## src/rtl/div_pkg.sv

```systemverilog
// Shared constants, state encodings and sign helpers for the
// multi-cycle restoring divider.
package div_pkg;

  localparam int REG_BUS        = 32;
  localparam int DOUBLE_REG_BUS = 64;

  localparam logic [REG_BUS-1:0]        ZERO_WORD   = 32'h0000_0000;
  localparam logic [DOUBLE_REG_BUS-1:0] ZERO_DOUBLE = 64'h0000_0000_0000_0000;
  localparam logic                      RST_ENABLE  = 1'b1;

  localparam logic DIV_RESULT_READY     = 1'b1;
  localparam logic DIV_RESULT_NOT_READY = 1'b0;
  localparam logic DIV_START            = 1'b1;
  localparam logic DIV_STOP             = 1'b0;

  localparam logic [5:0] DIV_ITERATIONS = 6'd32;

  typedef enum logic [1:0] {
    DIV_FREE    = 2'b00,
    DIV_BY_ZERO = 2'b01,
    DIV_ON      = 2'b10,
    DIV_END     = 2'b11
  } div_state_e;

  // Two's-complement negate when en is set; wraps mod 2^32.
  function automatic logic [REG_BUS-1:0] negate_if(input logic [REG_BUS-1:0] v,
                                                   input logic en);
    logic [REG_BUS-1:0] r;
    if (en) begin
      r = ZERO_WORD - v;
    end else begin
      r = v;
    end
    return r;
  endfunction

endpackage

```

## src/rtl/div_if.sv

```systemverilog
// Execute-stage <-> divider handshake bundle.
interface div_if;
  import div_pkg::*;

  logic                      signed_div_i;
  logic [REG_BUS-1:0]        opdata1_i;
  logic [REG_BUS-1:0]        opdata2_i;
  logic                      start_i;
  logic                      annul_i;
  logic [DOUBLE_REG_BUS-1:0] result_o;
  logic                      ready_o;

  modport master (
    output signed_div_i, opdata1_i, opdata2_i, start_i, annul_i,
    input  result_o, ready_o
  );

  modport slave (
    input  signed_div_i, opdata1_i, opdata2_i, start_i, annul_i,
    output result_o, ready_o
  );

endinterface

```

## src/rtl/div.sv

```systemverilog
// Radix-2 restoring 32-bit signed/unsigned divider; one quotient bit per
// cycle, result {remainder, quotient} held until execute drops start.
module div
  import div_pkg::*;
(
  input  logic clk,
  input  logic rst,
  div_if.slave bus
);

  div_state_e                r_state, w_state_nxt;
  logic [5:0]                r_cnt, w_cnt_nxt;
  logic [REG_BUS-1:0]        r_dividend, w_dividend_nxt;
  logic [REG_BUS-1:0]        r_divisor, w_divisor_nxt;
  logic [DOUBLE_REG_BUS-1:0] r_work, w_work_nxt;
  logic                      r_signed, w_signed_nxt;
  logic                      r_sign1, w_sign1_nxt;
  logic                      r_sign2, w_sign2_nxt;
  logic [DOUBLE_REG_BUS-1:0] r_result, w_result_nxt;
  logic                      r_ready, w_ready_nxt;

  logic [REG_BUS:0]          w_partial;
  logic                      w_ge;
  logic [REG_BUS-1:0]        w_trial;
  logic [REG_BUS-1:0]        w_quo_fix;
  logic [REG_BUS-1:0]        w_rem_fix;

  // Remainder is always below the divisor, so the difference fits in 32 bits.
  assign w_partial = {r_work[63:32], r_dividend[31]};
  assign w_ge      = (w_partial >= {1'b0, r_divisor});
  assign w_trial   = w_partial[31:0] - r_divisor;

  assign w_quo_fix = negate_if(r_work[31:0], r_signed & (r_sign1 ^ r_sign2));
  assign w_rem_fix = negate_if(r_work[63:32], r_signed & r_sign1);

  assign bus.result_o = r_result;
  assign bus.ready_o  = r_ready;

  always_comb begin
    w_state_nxt    = r_state;
    w_cnt_nxt      = r_cnt;
    w_dividend_nxt = r_dividend;
    w_divisor_nxt  = r_divisor;
    w_work_nxt     = r_work;
    w_signed_nxt   = r_signed;
    w_sign1_nxt    = r_sign1;
    w_sign2_nxt    = r_sign2;
    w_result_nxt   = r_result;
    w_ready_nxt    = r_ready;
    case (r_state)
      DIV_FREE: begin
        w_ready_nxt  = DIV_RESULT_NOT_READY;
        w_result_nxt = ZERO_DOUBLE;
        if ((bus.start_i == DIV_START) && !bus.annul_i) begin
          if (bus.opdata2_i == ZERO_WORD) begin
            w_state_nxt = DIV_BY_ZERO;
          end else begin
            w_dividend_nxt = negate_if(bus.opdata1_i, bus.signed_div_i & bus.opdata1_i[31]);
            w_divisor_nxt  = negate_if(bus.opdata2_i, bus.signed_div_i & bus.opdata2_i[31]);
            w_signed_nxt   = bus.signed_div_i;
            w_sign1_nxt    = bus.opdata1_i[31];
            w_sign2_nxt    = bus.opdata2_i[31];
            w_cnt_nxt      = 6'd0;
            w_work_nxt     = ZERO_DOUBLE;
            w_state_nxt    = DIV_ON;
          end
        end else begin
          w_state_nxt = DIV_FREE;
        end
      end
      DIV_BY_ZERO: begin
        w_work_nxt  = ZERO_DOUBLE;
        w_state_nxt = DIV_END;
      end
      DIV_ON: begin
        if (bus.annul_i) begin
          w_state_nxt  = DIV_FREE;
          w_ready_nxt  = DIV_RESULT_NOT_READY;
          w_result_nxt = ZERO_DOUBLE;
        end else if (r_cnt != DIV_ITERATIONS) begin
          if (w_ge) begin
            w_work_nxt = {w_trial, r_work[30:0], 1'b1};
          end else begin
            w_work_nxt = {w_partial[31:0], r_work[30:0], 1'b0};
          end
          w_dividend_nxt = {r_dividend[30:0], 1'b0};
          w_cnt_nxt      = r_cnt + 6'd1;
        end else begin
          w_work_nxt  = {w_rem_fix, w_quo_fix};
          w_cnt_nxt   = 6'd0;
          w_state_nxt = DIV_END;
        end
      end
      DIV_END: begin
        // annul is deliberately ignored here: the result is already committed.
        if (bus.start_i == DIV_STOP) begin
          w_state_nxt  = DIV_FREE;
          w_ready_nxt  = DIV_RESULT_NOT_READY;
          w_result_nxt = ZERO_DOUBLE;
        end else begin
          w_ready_nxt  = DIV_RESULT_READY;
          w_result_nxt = r_work;
        end
      end
      default: begin
        w_state_nxt  = DIV_FREE;
        w_ready_nxt  = DIV_RESULT_NOT_READY;
        w_result_nxt = ZERO_DOUBLE;
      end
    endcase
  end

  // State register.
  always_ff @(posedge clk) begin
    if (rst == RST_ENABLE) begin
      r_state <= DIV_FREE;
    end else begin
      r_state <= w_state_nxt;
    end
  end

  // Datapath and output registers.
  always_ff @(posedge clk) begin
    if (rst == RST_ENABLE) begin
      r_cnt      <= 6'd0;
      r_dividend <= ZERO_WORD;
      r_divisor  <= ZERO_WORD;
      r_work     <= ZERO_DOUBLE;
      r_signed   <= 1'b0;
      r_sign1    <= 1'b0;
      r_sign2    <= 1'b0;
      r_result   <= ZERO_DOUBLE;
      r_ready    <= DIV_RESULT_NOT_READY;
    end else begin
      r_cnt      <= w_cnt_nxt;
      r_dividend <= w_dividend_nxt;
      r_divisor  <= w_divisor_nxt;
      r_work     <= w_work_nxt;
      r_signed   <= w_signed_nxt;
      r_sign1    <= w_sign1_nxt;
      r_sign2    <= w_sign2_nxt;
      r_result   <= w_result_nxt;
      r_ready    <= w_ready_nxt;
    end
  end

endmodule

```

## src/flat_wrapper.sv

```systemverilog
// flat-port wrapper written by rule: the top's interface ports become plain ports
module div_flat import div_pkg::*;
  (clk, rst, bus_signed_div_i, bus_opdata1_i, bus_opdata2_i, bus_start_i, bus_annul_i, bus_result_o, bus_ready_o);
  div_if bus_i ();
  input  logic clk;
  input  logic rst;
  input wire logic [$bits(bus_i.signed_div_i)-1:0] bus_signed_div_i;
  input wire logic [$bits(bus_i.opdata1_i)-1:0] bus_opdata1_i;
  input wire logic [$bits(bus_i.opdata2_i)-1:0] bus_opdata2_i;
  input wire logic [$bits(bus_i.start_i)-1:0] bus_start_i;
  input wire logic [$bits(bus_i.annul_i)-1:0] bus_annul_i;
  output wire logic [$bits(bus_i.result_o)-1:0] bus_result_o;
  output wire logic [$bits(bus_i.ready_o)-1:0] bus_ready_o;
  assign bus_i.signed_div_i = bus_signed_div_i;
  assign bus_i.opdata1_i = bus_opdata1_i;
  assign bus_i.opdata2_i = bus_opdata2_i;
  assign bus_i.start_i = bus_start_i;
  assign bus_i.annul_i = bus_annul_i;
  assign bus_result_o = bus_i.result_o;
  assign bus_ready_o = bus_i.ready_o;
  div u_core (.clk(clk), .rst(rst), .bus(bus_i));
endmodule
```

## config.mk

```make
export PLATFORM = sky130hd
export DESIGN_NAME = div_flat
export DESIGN_NICKNAME = d
export VERILOG_FILES = /design/src/rtl/div_pkg.sv /design/src/rtl/div_if.sv /design/src/rtl/div.sv /design/src/flat_wrapper.sv
export SDC_FILE = /design/constraint.sdc
export NUM_CORES = 1
export LEC_CHECK = 0
export ABC_AREA = 1
export BUFFER_PORTS_ARGS = -buffer_cell sky130_fd_sc_hd__buf_2
export CELL_PAD_IN_SITES_DETAIL_PLACEMENT = 0
export CELL_PAD_IN_SITES_GLOBAL_PLACEMENT = 2
export CORE_ASPECT_RATIO = 0.9
export CORE_MARGIN = 2
export CORE_UTILIZATION = 32
export DETAILED_ROUTE_END_ITERATION = 16
export PLACE_DENSITY = 0.86
export RECOVER_POWER = 50
export SLEW_MARGIN = 10
export SYNTH_ARGS = -nofsm -noshare
export SYNTH_HDL_FRONTEND = slang
export SYNTH_SLANG_ARGS = --single-unit
export TNS_END_PERCENT = 100
```

## constraint.sdc

```tcl
create_clock -name clk -period 2.43 [get_ports clk]
set_input_delay 0.3645 -clock clk [delete_from_list [all_inputs] [get_ports clk]]
set_output_delay 0.3645 -clock clk [all_outputs]
set_load 0.01 [all_outputs]
```

# Word level (Yosys, flattened, before mapping)
# Cells that the tools add are included.
[op_classes] add_sub_neg=6 mul=0 div_mod_pow=0 n_lt_le_gt_ge=1 n_eq_ne=13 shift=0 n_mux=32 bitwise_logic=6 n_reduce_logical=14
[op_table] cell="$mux 64" n=7
[op_table] cell="$pmux 64 s3" n=2
[op_table] cell="$mux 32" n=8
[op_table] cell="$sub 1x32->32 const A" n=4
[op_table] cell="$pmux 32 s2" n=1
[op_table] cell="$ge 33x32->1" n=1
[op_table] cell="$logic_not 32->1" n=1
[op_table] cell="$sub 32x32->32" n=1
[op_table] cell="$mux 6" n=4
[op_table] cell="$reduce_and 5->1" n=3
[op_table] cell="$pmux 6 s2" n=1
[op_table] cell="$mux 2" n=5
[op_table] cell="$ne 2x2->1 const B" n=4
[op_table] cell="$pmux 2 s4" n=1
[op_table] cell="$add 6x1->6 const B" n=1
[op_table] cell="$ne 3x1->1 const B" n=2
[op_table] cell="$ne 6x6->1 const B" n=1
[op_table] cell="$reduce_bool 3->1" n=2
[op_table] cell="$and 1x1->1" n=4
[op_table] cell="$eq 2x2->1 const B" n=2
[op_table] cell="$ne 2x1->1 const B" n=2
[op_table] cell="$reduce_and 2->1" n=2
[op_table] cell="$reduce_and 4->1" n=1
[op_table] cell="$ne 3x3->1 const B" n=1
[op_table] cell="other kinds (10)" n=11
[totals] regBits=204 latchBits=0 ram_bits=0 mem_bits_ro=0 inputBits=69 output_inout_bits=65 elab_cells=83 n_memories=0

# Longest topological paths before layout
# Gate-level depths: netlist of run 1.
[depth] ltp_word=6 mapped_depth=18 ltp_nobuf=17

# Least setup slack after synthesis of run 1
# Ideal clock, no wire load.
[synth_timing] kind="flip-flop to flip-flop" start="register u_core.r_dividend[31]" end="register u_core.r_work[44]" setup_ns=0.140 arrival_time_ns=1.839 required_ns=2.290 path_slack_ns=0.451 stages_incl_launch_ff=16 n_path_buf=0 period_less_slack_ns=1.979 path_cell_list="dfxtp_1 inv_1 ha_1 inv_1 fa_1 nand3_1 nand3_1 nand2_1 nand2_1 nand2_1 nand2_1 xor2_1 nand2_1 nand3_1 nand2_1 a21oi_2"
[synth_via] elab_chain_len=5 elab_cells_between_ends=6 cone_classes="add/sub (1); order compare (1); mux (4)"
[synth_rtl] item="start: declaration" line="div.sv:13" rtl="logic [REG_BUS-1:0] r_dividend, w_dividend_nxt;"
[synth_rtl] item="start signal: assignment" line="div.sv:136" rtl="r_dividend <= w_dividend_nxt;"
[synth_rtl] item="$sub 32x32->32 or $ge 33x32->1 (tied branches)" line="div.sv:31, div.sv:30"
[synth_rtl] item="$mux 64 *" line="div.sv:81" rtl="if (w_ge) begin"
[synth_rtl] item="$mux 64 *" line="div.sv:80" rtl="end else if (r_cnt != DIV_ITERATIONS) begin"
[synth_rtl] item="$mux 64 *" line="div.sv:76" rtl="if (bus.annul_i) begin"
[synth_rtl] item="$pmux 64 s3 *" line="div.sv:50" rtl="case (r_state)"
[synth_rtl] item="end signal: assignment" line="div.sv:138" rtl="r_work <= w_work_nxt;"
[synth_rtl] item="end: declaration" line="div.sv:15" rtl="logic [DOUBLE_REG_BUS-1:0] r_work, w_work_nxt;"
# Mark *: on every way between the ends. The rest lies on a longest branch, timed or not. The select of a mux whose other input is x is not followed.
# A chain may end at the register's enable or synchronous reset.

# Worst setup path in the final report of run 1
[layout_timing] start="register u_core.r_divisor[22]" end="register u_core.r_work[51]"
[layout_via] elab_chain_len=5
[layout_rtl] item="start: declaration" line="div.sv:14" rtl="logic [REG_BUS-1:0] r_divisor, w_divisor_nxt;"
[layout_rtl] item="start signal: assignment" line="div.sv:137" rtl="r_divisor <= w_divisor_nxt;"
[layout_rtl] item="$ge 33x32->1" line="div.sv:30" rtl="assign w_ge = (w_partial >= {1'b0, r_divisor});"
[layout_rtl] item="$mux 64" line="div.sv:81"
[layout_rtl] item="$mux 64" line="div.sv:80"
[layout_rtl] item="$mux 64" line="div.sv:76"
[layout_rtl] item="$pmux 64 s3" line="div.sv:50"
# Every way passes these cells. The select of a mux whose other input is x is not followed.

==> key figures, run 1 <==
Synth
  • Post-synthesis sequential area ratio: 27.50%
  • Post-synth top area share: 27.50%
  • #FFs+latches synth: 204
  • Post-synth top area cell: dfxtp_1
  • Synthesized area: 14850 um^2
  • Post-synth EDFFs: 0
  • Synth Net Count: 2582
  • Synth warnings: 0
  • Syn Inst Count: 2474
  • Average instance area after synthesis: 6.003 um^2
  • Synth area leaders: dfxtp_1 28%, nand2_1 18%, inv_1 8.2%
  • Synth async-reset ratio: 0%
  • Netlist cell types: 51
  • Ys flop type: dfxtp_1

Detailed routing
  • Final wirelength: 51720 um
  • Wire per inst: 15.92 um
  • Via count: 15746
  • Drt drc: 0
  • Routed vias/inst: 4.848
  • 1st-pass router iterations: 5
  • Initial drt markers: 1034
  • Post-DRT Antenna Nets: 0

CTS
  • CTS max path bufs: 3
  • Clock sink count: 204
  • Root buf cell: clkbuf_16
  • Post-CTS Hold Buffers: 0
  • Clock slew at reported path FFs: 70 ps
  • H-tree depth: 1
  • CTS tree: yes
  • Num CTS Buffers: 26
  • Clock latency at the later pin of the worst-skew pair: 560 ps

Final layout
  • Fill cell instance count of the final layout: 5068
  • Synth-to-layout area growth: 19.27%
  • Fin area: 17710 um^2
  • Layout cells sized above 1: 12.58%
  • Number of diodes: 0
  • Final layout net count: 2731

Setup path
  • Crit-path leading delay family: simple AND/OR/NAND/NOR gates
  • R2r endpoint: u_core.r_work[51]
  • CP Data Arrival Time: 2770 ps
  • R2r startpoint: u_core.r_divisor[22]
  • Slowest cell delay on critical path: 370 ps
  • Worst R2R Setup Slack: 130 ps
  • CP endpoint kind: register
  • Worst-path maximum fanout: 15
  • CP most frequent cell: nand2_1
  • Crit path max-delay cell type: ha_1
  • WP data required: 2890 ps
  • Critical-path cell list: inv_1 -> ha_1 -> nand2_1 -> nand2_1 -> nand2_1 -> nand2_1 -> a21oi_2 -> nor2_2 -> nor2_4 -> buf_12 -> buf_12 -> nand3_1 -> nand3_1 -> nand2_1 -> a21oi_2
  • Crit path kind: reg -> reg
  • Buffers and inverters on the worst path: 3
  • R2R depth: 15
  • Crit path launch type: register

Global route
  • Largest net degree at the start of global routing: 125
  • GR Util met1: 31.97%
  • Initial antenna violation count: 0
  • GR Layer Usage met2: 31.01%
  • Total global-route track usage: 20.97%
  • Number of global-route vias before repair: 14687
  • Overflow after GRT: 0
  • GRT busiest layer: met1
  • Global-route wire length before repair: 81300 um
  • Met3 Track Usage GR: 2.467%

STA
  • Slew headroom: 25.64%
  • Total negative slack: 0 ps
  • Final setup fails: 0
  • Final Hold Fails: 0
  • Fmax: 434.1 MHz
  • Fin crit share: 94.79%
  • Worst Hold Slack: 83.15 ps
  • Clk_skew: 20.78 ps
  • Slew of the pin with the lowest slew margin: 1115 ps
  • Final Slew Violations: 0
  • Crit path time final: 2303 ps

Worst hold path
  • Hold Crit Class: in -> reg
  • Endpoint, Worst Hold: u_core.r_divisor[0]
  • Min-Delay Path Depth: 3
  • Worst min-delay path startpoint: bus_opdata2_i[0]

Power
  • Pwr Total: 11550 uW
  • Leak: 0.008152 uW
  • Power density over cell area: 652.2 nW/um^2
  • Peak VDD IR: 0.4422 mV

Placed design
  • I/O Buffers: 133
  • DP HPWL: 39680 um
  • DP Area: 16520 um^2
  • Placer Congestion: 0.9153

Outcome
  • Status: finished clean

Floorplan
  • Die X: 231.1 um
  • Starting Density: 32.60%
  • Die ar.: 48150 um^2
  • Die height: 208.4 um
  • Core ar.: 45550 um^2
  • Row Count: 74
  • # IOs: 134

Flow run
  • Max-cap check violation count: 0
report_power, final:
group          switching [uW]  total (uW)  internal, uW
clock network            1590        4230          2640
registers                 123        3650          3530
logic                    2420        3670          1250
total                    4140       11600          7420
what timing repair did:
action | CTS | global route
endpoints found under the setup margin | 2 | 32
buffers inserted | 0 | 4
pin swaps | 0 | 9
cloned | 0 | 2
gates resized for setup | 3 | 65
layout make-up:
class	instances	area, um^2	share of cell area, %
Sequential cell	204	4089	23.09
Multi-Input combinational cell	1839	9318	52.61
Inverter	336	1261	7.121
Clock buffer	35	734.5	4.147
Timing Repair Buffer	216	1359	7.672
Clock inverter	10	190.2	1.074
Tap cell	608	760.7	4.295
layout by cell type, fill, tap and decap left out, types with 15 or more instances in the layout:
cell type / count
nand2_1: 719
inv_1: 326
a21oi_1: 232
nor2_1: 226
nand3_1: 200
dfxtp_1: 200
o21ai_0: 114
clkbuf_1: 70
buf_4: 69
buf_2: 68
xor2_1: 61
nand2_2: 33
nand4_1: 29
clkbuf_16: 27
nor2_2: 23
nor3_1: 21
o211ai_1: 16
a21oi_2: 15
o22ai_1: 15
o21ai_1: 15
ha_1: 15
kinds of logic (layout without fill, tap and decap cells):
family | count (synthesis) | count (layout) | synth area share (%)
AO/OA/AOI/OAI | 430 | 430 | 15.61
flip-flops | 204 | 204 | 27.50
buffers and inverters | 432 | 597 | 11.94
AND/OR/NAND/NOR | 1299 | 1300 | 37.48
XOR/XNOR | 70 | 70 | 4.128
adder cells (fa/ha/maj) | 39 | 39 | 3.336
worst max path at each step:
stage	slack [ps]	start	cells past startpoint	end
floorplan	450	u_core.r_dividend[31]	15	u_core.r_work[44]
global placement	-140	u_core.r_divisor[0]	16	u_core.r_work[60]
detailed placement	-90	u_core.r_divisor[0]	16	u_core.r_work[60]
CTS	10	u_core.r_divisor[31]	12	u_core.r_work[51]
global route	-30	u_core.r_divisor[22]	17	u_core.r_work[63]
finish	130	u_core.r_divisor[22]	15	u_core.r_work[51]
worst min-delay path, delay by kind of cell:
kind | cells | cell delay (ps)
AO/OA/AOI/OAI | 1 | 110
buffers and inverters | 2 | 120
cell usage after synthesis, drive strengths merged, types with 3 or more instances:
library cell  count
ha               38
or2               4
o21a              6
a31oi             4
nand3b            9
nor2            260
xor2             61
a211oi            4
clkbuf           46
buf              50
o211ai           16
o21ai           131
nand4            30
and2              3
nand2           756
nor4              3
inv             335
nand3           206
nor3             25
a21oi           247
o22ai            15
xnor2             9
dfxtp           204
sequential cells by signal (all words and copies together) (netlist names):
register / count
u_core.bus.ready_o: 1
u_core.r_divisor: 32
u_core.r_dividend: 32
u_core.r_cnt: 6
u_core.bus.result_o: 64
u_core.r_sign1: 1
u_core.r_state: 2
u_core.r_signed: 1
u_core.r_sign2: 1
u_core.r_work: 64
per-stage QoR:
stage                     utilization [%]  instances  setup slack, ps
after floorplan                         -       2474            450.8
after global placement              36.26       3197           -136.4
after detailed placement            36.26       3197           -93.86
after CTS                           38.31       3242            11.22
after global routing                38.88       3248           -31.27
final                               38.88       3248            126.5
routing by layer:
metal  vias up  share of wire (%)
li1       8217                  -
met2       351                 40
met5         -                  0
met3        52                4.8
met1      7126                 52
met4         0                2.4
No activity file was read; power rests on OpenSTA's default activity.
==> run 2, diff against run 1 <==
--- a/config.mk
+++ b/config.mk
@@ -15,6 +15,7 @@
 export DETAILED_ROUTE_END_ITERATION = 16
 export PLACE_DENSITY = 0.86
 export RECOVER_POWER = 50
+export SETUP_SLACK_MARGIN = 0.4
 export SLEW_MARGIN = 10
 export SYNTH_ARGS = -nofsm -noshare
 export SYNTH_HDL_FRONTEND = slang
==> run 2 against run 1 <==
- first-iteration DRC count rose by 14%
- critical path type unchanged
- clock-buffer cell count did not move
- critical endpoint is now u_core.bus.result_o[23]
- utilization rose by 3.4 points
- sequential share of layout area fell by 1.5 points
- register-to-register slack improved by 90 ps
==> key figures, run 2 (same netlist as run 1, synthesis figures left out) <==
Outcome
  • Status: finished clean

Placed design
  • DP HPWL: 39680 um (unchanged)
  • I/O Buffers: 133 (unchanged)
  • Placer Congestion: 0.9153 (unchanged)

Floorplan
  • Core ar.: 45550 um^2 (unchanged)
  • Die X: 231.1 um (unchanged)
  • Die height: 208.4 um (unchanged)
  • # IOs: 134 (unchanged)
  • Row Count: 74 (unchanged)
  • Starting Density: 32.60% (unchanged)
  • Die ar.: 48150 um^2 (unchanged)

Setup path
  • Crit path max-delay cell type: dfxtp_1
  • CP endpoint kind: register
  • Crit path launch type: register
  • WP data required: 2910 ps (+20 ps)
  • CP Data Arrival Time: 2700 ps (-70 ps)
  • Slowest cell delay on critical path: 350 ps (-20 ps)
  • Worst-path maximum fanout: 22 (+7)
  • Critical-path cell list: inv_1 -> nand2_2 -> nor2_1 -> inv_2 -> o21ai_2 -> clkbuf_16 -> nand2_1 -> a21oi_1
  • Crit path kind: reg -> reg

STA
  • Final Hold Fails: 0 (unchanged)
  • Slew of the pin with the lowest slew margin: 913.6 ps (-201.9 ps)
  • Worst Hold Slack: 82.34 ps (-0.8026 ps)
  • Fmax: 451.0 MHz (+3.9%)
  • Total negative slack: 0 ps (unchanged)
  • Clk_skew: 24.45 ps (+3.670 ps)
  • Crit path time final: 2217 ps (-86.08 ps)
  • Final setup fails: 0 (unchanged)
  • Slew headroom: 38.69% (+13 points)
  • Final Slew Violations: 0 (unchanged)
  • RSZ-0062 raised after global routing: yes
  • Fin crit share: 91.25% (-3.5 points)

Detailed routing
  • Drt drc: 0 (unchanged)
  • Via count: 16345 (+3.8%)
  • 1st-pass router iterations: 5 (unchanged)
  • Post-DRT Antenna Nets: 0 (unchanged)
  • Routed vias/inst: 4.938 (+1.9%)
  • Initial drt markers: 1175 (+14%)
  • Wire per inst: 16.48 um (+3.5%)
  • Final wirelength: 54540 um (+5.4%)

Final layout
  • Synth-to-layout area growth: 29.70%
  • Commonest non-fill, non-tap cell in the layout: nand2_1
  • Layout cells sized above 1: 22.17% (+9.6 points)
  • Number of diodes: 0 (unchanged)
  • Final layout net count: 2793 (+2.3%)
  • Commonest non-fill, non-tap cells in the layout: 644 x nand2_1, 290 x inv_1, 223 x a21oi_1, 214 x nor2_1, 186 x nand3_1

CTS
  • Post-CTS Hold Buffers: 0 (unchanged)
  • Clock latency at the later pin of the worst-skew pair: 570 ps (about the same)
  • CTS tree: yes
  • Num CTS Buffers: 26 (unchanged)
  • CTS max path bufs: 3 (unchanged)
  • H-tree depth: 1 (unchanged)
  • Root buf cell: clkbuf_16
  • Clock sink count: 204 (unchanged)
  • Clock slew at reported path FFs: 60 ps (about the same)

Global route
  • Global-route wire length before repair: 84130 um (+3.5%)
  • Initial antenna violation count: 0 (unchanged)
  • Largest net degree at the start of global routing: 125 (unchanged)
  • Total global-route track usage: 21.69% (+0.72 points)
  • Number of global-route vias before repair: 15202 (+3.5%)
  • Overflow after GRT: 0 (unchanged)

Power
  • Peak VDD IR: 0.4583 mV (+3.6%)
  • Leak: 0.008654 uW (+6.2%)
  • Power density over cell area: 641.2 nW/um^2 (-1.7%)

Worst hold path
  • Hold Crit Class: in -> reg

Flow run
  • Max-cap check violation count: 0 (unchanged)
## run 2: worst max-delay path: cells and delay by family, from the launching register on
kind | cells | cell delay [ps]
compound gates | 2 | 470
buf+inv | 3 | 760
flops | 1 | 350
simple gates | 3 | 550
## run 2: metal layers
metal / vias up / track usage [%] / share of wire, %
li1: 8350 / - / -
met1: 7514 / 32.54 / 51
met2: 417 / 32.90 / 42
met3: 64 / 2.275 / 4.9
met4: 0 / 5.184 / 2.6
met5: - / 0 / 0
## run 2: timing repair
item	in CTS	in global routing
endpoints found under the hold margin	0	0
setup buffers	27	29
cloned	7	5
gates resized for setup	205	143
pin swaps	53	83
endpoints found under the setup margin	37	51
## run 2: cell type report
class                           instances  area [um^2]
Multi-Input combinational cell       1845        10220
Fill cell                            4947        26290
Timing Repair Buffer                  272         1913
Clock buffer                           35        734.5
Clock inverter                         10        190.2
Tap cell                              608        760.7
Inverter                              336         1276
Sequential cell                       204         4164
## run 2: path summary, 6_finish.rpt
path                            cells past startpoint                      end                 start  slack [ps]
worst max-delay path                                8  u_core.bus.result_o[23]     u_core.r_state[0]         210
worst min-delay path                                3      u_core.r_divisor[1]      bus_opdata2_i[1]          80
worst min register to register                      2     u_core.r_dividend[2]  u_core.r_dividend[2]         450
worst max register to register                      8  u_core.bus.result_o[23]     u_core.r_state[0]         210
## run 2: power breakdown
group | leakage, uW | internal, uW | switching [uW]
registers | 0.00168 | 3530 | 136
clock network | 0.000454 | 2640 | 1600
logic | 0.00652 | 1640 | 2800
## run 2: stage by stage
step	instances	utilization (%)	power (uW)	worst slack, ps	area [um^2]
global placement	3197	36.26	7186	-136.4	16520
detailed placement	3197	36.26	7185	-93.86	16520
floorplan	2474	-	6173	450.8	14850
CTS	3276	40.83	12010	345.8	18600
finish	3310	42.28	12350	212.6	19260
global route	3310	42.28	13050	130.6	19260
